===== src/rtl/call_stack.sv =====
// Hardware subroutine stack: saves {return PC, flags} on a call and presents the
// top entry combinationally so a return restores both in the cycle of the pop.
module call_stack #(
    parameter int DEPTH      = 8,
    parameter int PC_WIDTH   = 8,
    parameter int FLAG_WIDTH = 4
) (
    input  logic                        clk,
    input  logic                        reset,
    input  logic                        in_push_en,
    input  logic                        in_pop_en,
    input  logic [PC_WIDTH-1:0]         in_pc,
    input  logic [FLAG_WIDTH-1:0]       in_flags,
    output logic [PC_WIDTH-1:0]         out_ret_pc,
    output logic [FLAG_WIDTH-1:0]       out_stack_flags,
    output logic                        out_empty,
    output logic                        out_full,
    output logic [$clog2(DEPTH):0]      out_depth,
    output logic                        out_overflow,
    output logic                        out_underflow
);

    localparam int AW  = $clog2(DEPTH);
    localparam int SPW = AW + 1;

    localparam logic [SPW-1:0] SP_ZERO = {SPW{1'b0}};
    localparam logic [SPW-1:0] SP_ONE  = {{(SPW-1){1'b0}}, 1'b1};
    localparam logic [SPW-1:0] SP_FULL = SPW'(DEPTH);
    localparam logic [AW-1:0]  IDX_ONE = {{(AW-1){1'b0}}, 1'b1};

    typedef struct packed {
        logic [PC_WIDTH-1:0]   pc;
        logic [FLAG_WIDTH-1:0] flags;
    } entry_t;

    entry_t          mem_q [DEPTH];
    logic [SPW-1:0]  sp_q;
    logic [SPW-1:0]  sp_d;
    logic            overflow_q;
    logic            overflow_d;
    logic            underflow_q;
    logic            underflow_d;

    logic            empty_s;
    logic            full_s;
    logic [AW-1:0]   top_idx_s;
    entry_t          top_s;
    logic            wr_en_s;
    logic [AW-1:0]   wr_idx_s;
    entry_t          wr_data_s;

    // Occupancy decode and top-of-stack selection.
    always_comb begin
        empty_s   = (sp_q == SP_ZERO);
        full_s    = (sp_q == SP_FULL);
        // When sp == DEPTH the low bits wrap to 0, so subtracting one still lands on DEPTH-1.
        top_idx_s = sp_q[AW-1:0] - IDX_ONE;
        if (empty_s) begin
            top_s = '0;
        end else begin
            top_s = mem_q[top_idx_s];
        end
    end

    // Next-state computation for the pointer, sticky errors and the entry write.
    always_comb begin
        sp_d        = sp_q;
        overflow_d  = overflow_q;
        underflow_d = underflow_q;
        wr_en_s     = 1'b0;
        wr_idx_s    = sp_q[AW-1:0];
        wr_data_s   = '{pc: in_pc, flags: in_flags};

        case ({in_push_en, in_pop_en})
            2'b10: begin
                if (full_s) begin
                    overflow_d = 1'b1;
                end else begin
                    wr_en_s = 1'b1;
                    sp_d    = sp_q + SP_ONE;
                end
            end
            2'b01: begin
                if (empty_s) begin
                    underflow_d = 1'b1;
                end else begin
                    sp_d = sp_q - SP_ONE;
                end
            end
            2'b11: begin
                // A tail return-then-call replaces the top in place; on an empty
                // stack the pop has nothing to consume, so only the push lands.
                if (empty_s) begin
                    wr_en_s     = 1'b1;
                    sp_d        = sp_q + SP_ONE;
                    underflow_d = 1'b1;
                end else begin
                    wr_en_s  = 1'b1;
                    wr_idx_s = top_idx_s;
                end
            end
            default: begin
                sp_d = sp_q;
            end
        endcase
    end

    // Pointer and sticky error registers; reset overrides any request.
    always_ff @(posedge clk) begin
        if (reset) begin
            sp_q        <= SP_ZERO;
            overflow_q  <= 1'b0;
            underflow_q <= 1'b0;
        end else begin
            sp_q        <= sp_d;
            overflow_q  <= overflow_d;
            underflow_q <= underflow_d;
        end
    end

    // Entry storage; contents are never cleared, only hidden while empty.
    always_ff @(posedge clk) begin
        if (wr_en_s && !reset) begin
            mem_q[wr_idx_s] <= wr_data_s;
        end
    end

    assign out_ret_pc      = top_s.pc;
    assign out_stack_flags = top_s.flags;
    assign out_empty       = empty_s;
    assign out_full        = full_s;
    assign out_depth       = sp_q;
    assign out_overflow    = overflow_q;
    assign out_underflow   = underflow_q;

endmodule


===== config.mk =====
export PLATFORM = sky130hd
export DESIGN_NAME = call_stack
export DESIGN_NICKNAME = d
export VERILOG_FILES = /design/src/rtl/call_stack.sv
export SDC_FILE = /design/constraint.sdc
export NUM_CORES = 1
export LEC_CHECK = 0
export BUFFER_PORTS_ARGS = -buffer_cell sky130_fd_sc_hd__buf_2
export CAP_MARGIN = 40
export CORE_MARGIN = 4
export CORE_UTILIZATION = 51
export CTS_CLUSTER_DIAMETER = 50
export DETAILED_ROUTE_END_ITERATION = 10
export GPL_TIMING_DRIVEN = 0
export HOLD_SLACK_MARGIN = 0.05
export PLACE_DENSITY = 0.73
export SYNTH_ARGS = -nofsm -noshare
export SYNTH_HDL_FRONTEND = slang
export SYNTH_SLANG_ARGS = --single-unit

===== constraint.sdc =====
create_clock -name clk -period 6.9 [get_ports clk]
set_clock_uncertainty 0.05 [all_clocks]
set_input_delay 1.035 -clock clk [delete_from_list [all_inputs] [get_ports clk]]
set_output_delay 1.035 -clock clk [all_outputs]
set_load 0.005 [all_outputs]

==> run summary <==
The shortest period the worst path allows is 4.34 ns. For this run, design rule violations remaining after detail routing come to 0. Synthesis produced a netlist with a net count of 257. In this run the worst setup path terminates at out_ret_pc[3].

The reported net switching power is 0.000417 W. The number of iterations in the first detailed-routing pass is 4. The mean instance size in the synthesized netlist came out at 17.4 µm².

Leaving out fill and tap cells, the most frequent cell in the layout is sky130_fd_sc_hd__edfxtp_1. After detailed routing, the number of vias per cell comes to 5.79. Setup repair after global routing left no endpoint under its margin. Summing every instance area after synthesis gives 0.00417 mm². For this block, the initial DRC count from the detailed router was 208. The switching part of the total came out at 27.8%. The horizontal extent of the die is 98.4 µm.

The floorplan has 32 rows. The highest attainable clock frequency came out at 0.230 GHz. STA classifies the critical path startpoint as a flop. The I/O pin total came out at 36.

Summed over all instances, the cell type with the most area after synthesis is sky130_fd_sc_hd__edfxtp_1. The instance area after placement is 0.00456 mm². The Yosys step of the flow raised 0 warnings. The part of the power in the clock network is 27.8%.

The worst register-to-register path ends at mem_q[6][7]. Input and output buffers added on the ports amount to 35. The TritonCTS buffer count came out at 9. Along the worst path, the maximum fanout reaches 10. In the layout the commonest cells are sky130_fd_sc_hd__edfxtp_1 (96), sky130_fd_sc_hd__buf_2 (39), sky130_fd_sc_hd__o21ai_0 (27), sky130_fd_sc_hd__mux4_2 (24).

Entering global routing, the biggest net connects 19 pins. The layout filler cell count is 601. The number of antenna diodes in the final layout is 0. The final weighted congestion in routability-driven placement is 0.801. The routed wire length is 8070 µm.

The number of buffers added for setup after CTS came out at 0. In the post-synthesis netlist, the biggest area contributors are sky130_fd_sc_hd__edfxtp_1 (69%), sky130_fd_sc_hd__mux4_2 (13%), sky130_fd_sc_hd__o21ai_0 (3.2%). The sequential group share of total power came out at 47.7%.

The count of unique library cells instantiated by Yosys is 34. The number of hold-repair buffers added at the cts stage is 0. The slowest cell on the critical path is sky130_fd_sc_hd__clkbuf_1. The number of sinks driven by the clock tree came out at 102.

The register clock-pin slew on the reported worst setup and hold paths is 0.09 ns. The count of final setup violators is 0. The share of final-layout standard cells stronger than drive strength 1 is 30.5%. VDD sags by at most 0.000165 V. The clock tree from TritonCTS is done. The element type at the critical path end is an output pin. The path type of the worst min-delay path is flop to flop.

The share of the core filled with cells in the final layout is 61.1%. The core region is 0.00785 mm². The number of flops mapped to enable cells by yosys is 96.

Per report_power, the combinational group accounts for 24.6% of the total. Across the run, the number of max-cap violations was 0. The critical path is of the flop to output pin type.

The maximum buffer depth of the clock tree came out at 2. The share of the synthesized area in the top cell type came out at 69.1%. The latest clock arrival within the worst-skew pair came out at 0.35 ns.

The remaining antenna violation count after routing came out at 0. The average wire length per cell after detail routing came out at 20.2 µm. The via count of the first global-routing pass was 2,446. In the global route stage, overall resource usage came out at 18.2%. The most critical setup path has its startpoint at out_depth[0]. The pin slew with the least headroom to its limit came out at 0.737 ns. The ratio of final minimum period to clock period came out at 62.9%. The first global-routing pass estimated 13,400 µm of wire. The number of vias in the routed layout came out at 2,315. In this run the clock root is driven by a sky130_fd_sc_hd__clkbuf_8.

Cell internal power was estimated by the tool at 0.00108 W. The most used flip-flop cell after synthesis is sky130_fd_sc_hd__edfxtp_1. The number of pins with negative max-slew slack in the final report came to 0.

The required arrival time at the worst endpoint came out at 5.81 ns. The H-tree depth is 3. Among the stages of the critical path, the cell type that occurs most often is sky130_fd_sc_hd__buf_2.

The vertical die dimension came out at 98.4 µm. The total overflow reported by the global router is 0. Once layout is done, the placed cells without fillers occupy 0.00479 mm². The total die area came out at 0.00968 mm². In this run the power density over the cells is 313 mW/mm².

The sum of net half-perimeters after detailed placement came out at 5580 µm. Walking the worst path, the cells encountered are clkbuf_1 > buf_2 > inv_1 > ha_1 > buf_2 > clkbuf_1 > mux4_2 > o21ai_0 > nand2_1 > buf_2. For this run, the register share of the synthesized area comes to 72.0%. The logic depth of the worst register-to-register path is 10.

The final number of hold-violating endpoints came out at 0. The post-synthesis instance total came out at 239. The flow ran to the end, and the final reports show no timing, DRC or antenna violations. The launching point of the worst reg2reg path is out_depth[0]. The post-route setup TNS is 0 ns. Of all flip-flops after synthesis, the portion carrying an async set or reset was 0%. The analysis attributes to cell leakage a power of 1.64 nW. The normalized max-slew margin came out at 50.7%. The initial antenna violation count came out at 0.

The delay of the slowest cell on the worst path is 0.57 ns. The area growth from synthesis to layout is 14.9%. The synthesized design contains 102 register bits. After detailed placement, the design holds a cell count of 384. For this configuration, the core starts out at a cell density of 53.1%. The quantity of gates resized following cts is 0. The layout net count is 311.

The finished layout holds 400 standard cells, fillers aside. The flop-to-flop setup slack came out at 3.40 ns. At the worst endpoint, the arrival time is 3.25 ns. The worst hold-check slack is 0.424 ns.
-- how the worst min path moves through the flow --
stage / startpoint / to / slack (ns) / cells past startpoint
3_5_place_dp: out_overflow / out_overflow / 0.41 / 2
3_3_place_gp: out_underflow / out_underflow / 0.40 / 2
5_1_grt: out_overflow / out_overflow / 0.47 / 2
4_1_cts: out_overflow / out_overflow / 0.43 / 2
2_1_floorplan: out_underflow / out_underflow / 0.41 / 2
6_report: out_underflow / out_underflow / 0.42 / 2
-- per-layer routing --
layer  vias to the layer above  part of all wire (%)  global-route usage, %
met5                         -                     0                      0
li1                       1066                     -                      -
met1                      1170                    42                   24.4
met2                        69                    51                   29.7
met3                        10                   5.9                   3.68
met4                         0                   1.2                   6.83
-- cell type report --
cell class / count / area [µm²] / share of cell area, %
plain buffers: 14 / 57.6 / 1.20
clock inverters: 7 / 106 / 2.22
multi-input cells: 119 / 1090 / 22.8
inverters: 4 / 15.0 / 0.313
repair buffers: 43 / 265 / 5.54
clock buffers: 9 / 124 / 2.58
well taps: 102 / 128 / 2.66
flip-flops and latches: 102 / 3000 / 62.7
-- synthesized netlist by cell type, types with 3 or more instances --
| cell type | instances |
|---|---|
| sky130_fd_sc_hd__edfxtp_1 | 96 |
| sky130_fd_sc_hd__o21ai_0 | 27 |
| sky130_fd_sc_hd__mux4_2 | 24 |
| sky130_fd_sc_hd__nand2_1 | 14 |
| sky130_fd_sc_hd__nor2_1 | 14 |
| sky130_fd_sc_hd__clkbuf_1 | 9 |
| sky130_fd_sc_hd__dfxtp_1 | 6 |
| sky130_fd_sc_hd__a21oi_1 | 5 |
| sky130_fd_sc_hd__a31oi_1 | 5 |
| sky130_fd_sc_hd__buf_2 | 4 |
| sky130_fd_sc_hd__inv_1 | 4 |
| sky130_fd_sc_hd__nor2b_1 | 3 |
| sky130_fd_sc_hd__nor4b_1 | 3 |
-- flip-flops by register name, indices dropped and copies added, names as in the netlist --
register / flops
mem_q: 96
out_overflow: 1
out_depth: 4
out_underflow: 1
-- per-stage QoR --
step           power, W  setup WS [ns]
3_5_place_dp    0.00110           2.91
4_1_cts         0.00151           2.50
2_1_floorplan  0.000971           3.65
5_1_grt         0.00158           2.23
6_report        0.00150           2.56
3_3_place_gp    0.00109           2.92
-- power groups by stage --
stage	clock [W]	combinational (W)	sequential, W
final	0.000416	0.000368	0.000715
after global placement	0	0.000361	0.000728
after CTS	0.000425	0.000374	0.000715
after global routing	0.000454	0.000408	0.000718
after detailed placement	0	0.000373	0.000729
after floorplan	0	0.000243	0.000728
-- cell families after synthesis --
kind of cell | count (synthesis) | synth area share (%)
AO/OA/AOI/OAI | 40 | 5.25
XOR/XNOR | 2 | 0.420
adder cells (fa/ha/maj) | 2 | 0.600
buffers and inverters | 18 | 1.74
flip-flops | 102 | 72.0
multiplexers | 27 | 13.7
AND/OR/NAND/NOR | 48 | 6.21
-- worst max-delay path, delay by kind of cell (launching register included) --
family	cells	cell delay [ns]
muxes	1	0.42
buffers and inverters	6	1.64
AOI/OAI and AO/OA	1	0.10
DFF	1	0.37
adders and majority gates	1	0.30
and+or+nand+nor	1	0.08
Power figures use the tool's default switching activity.
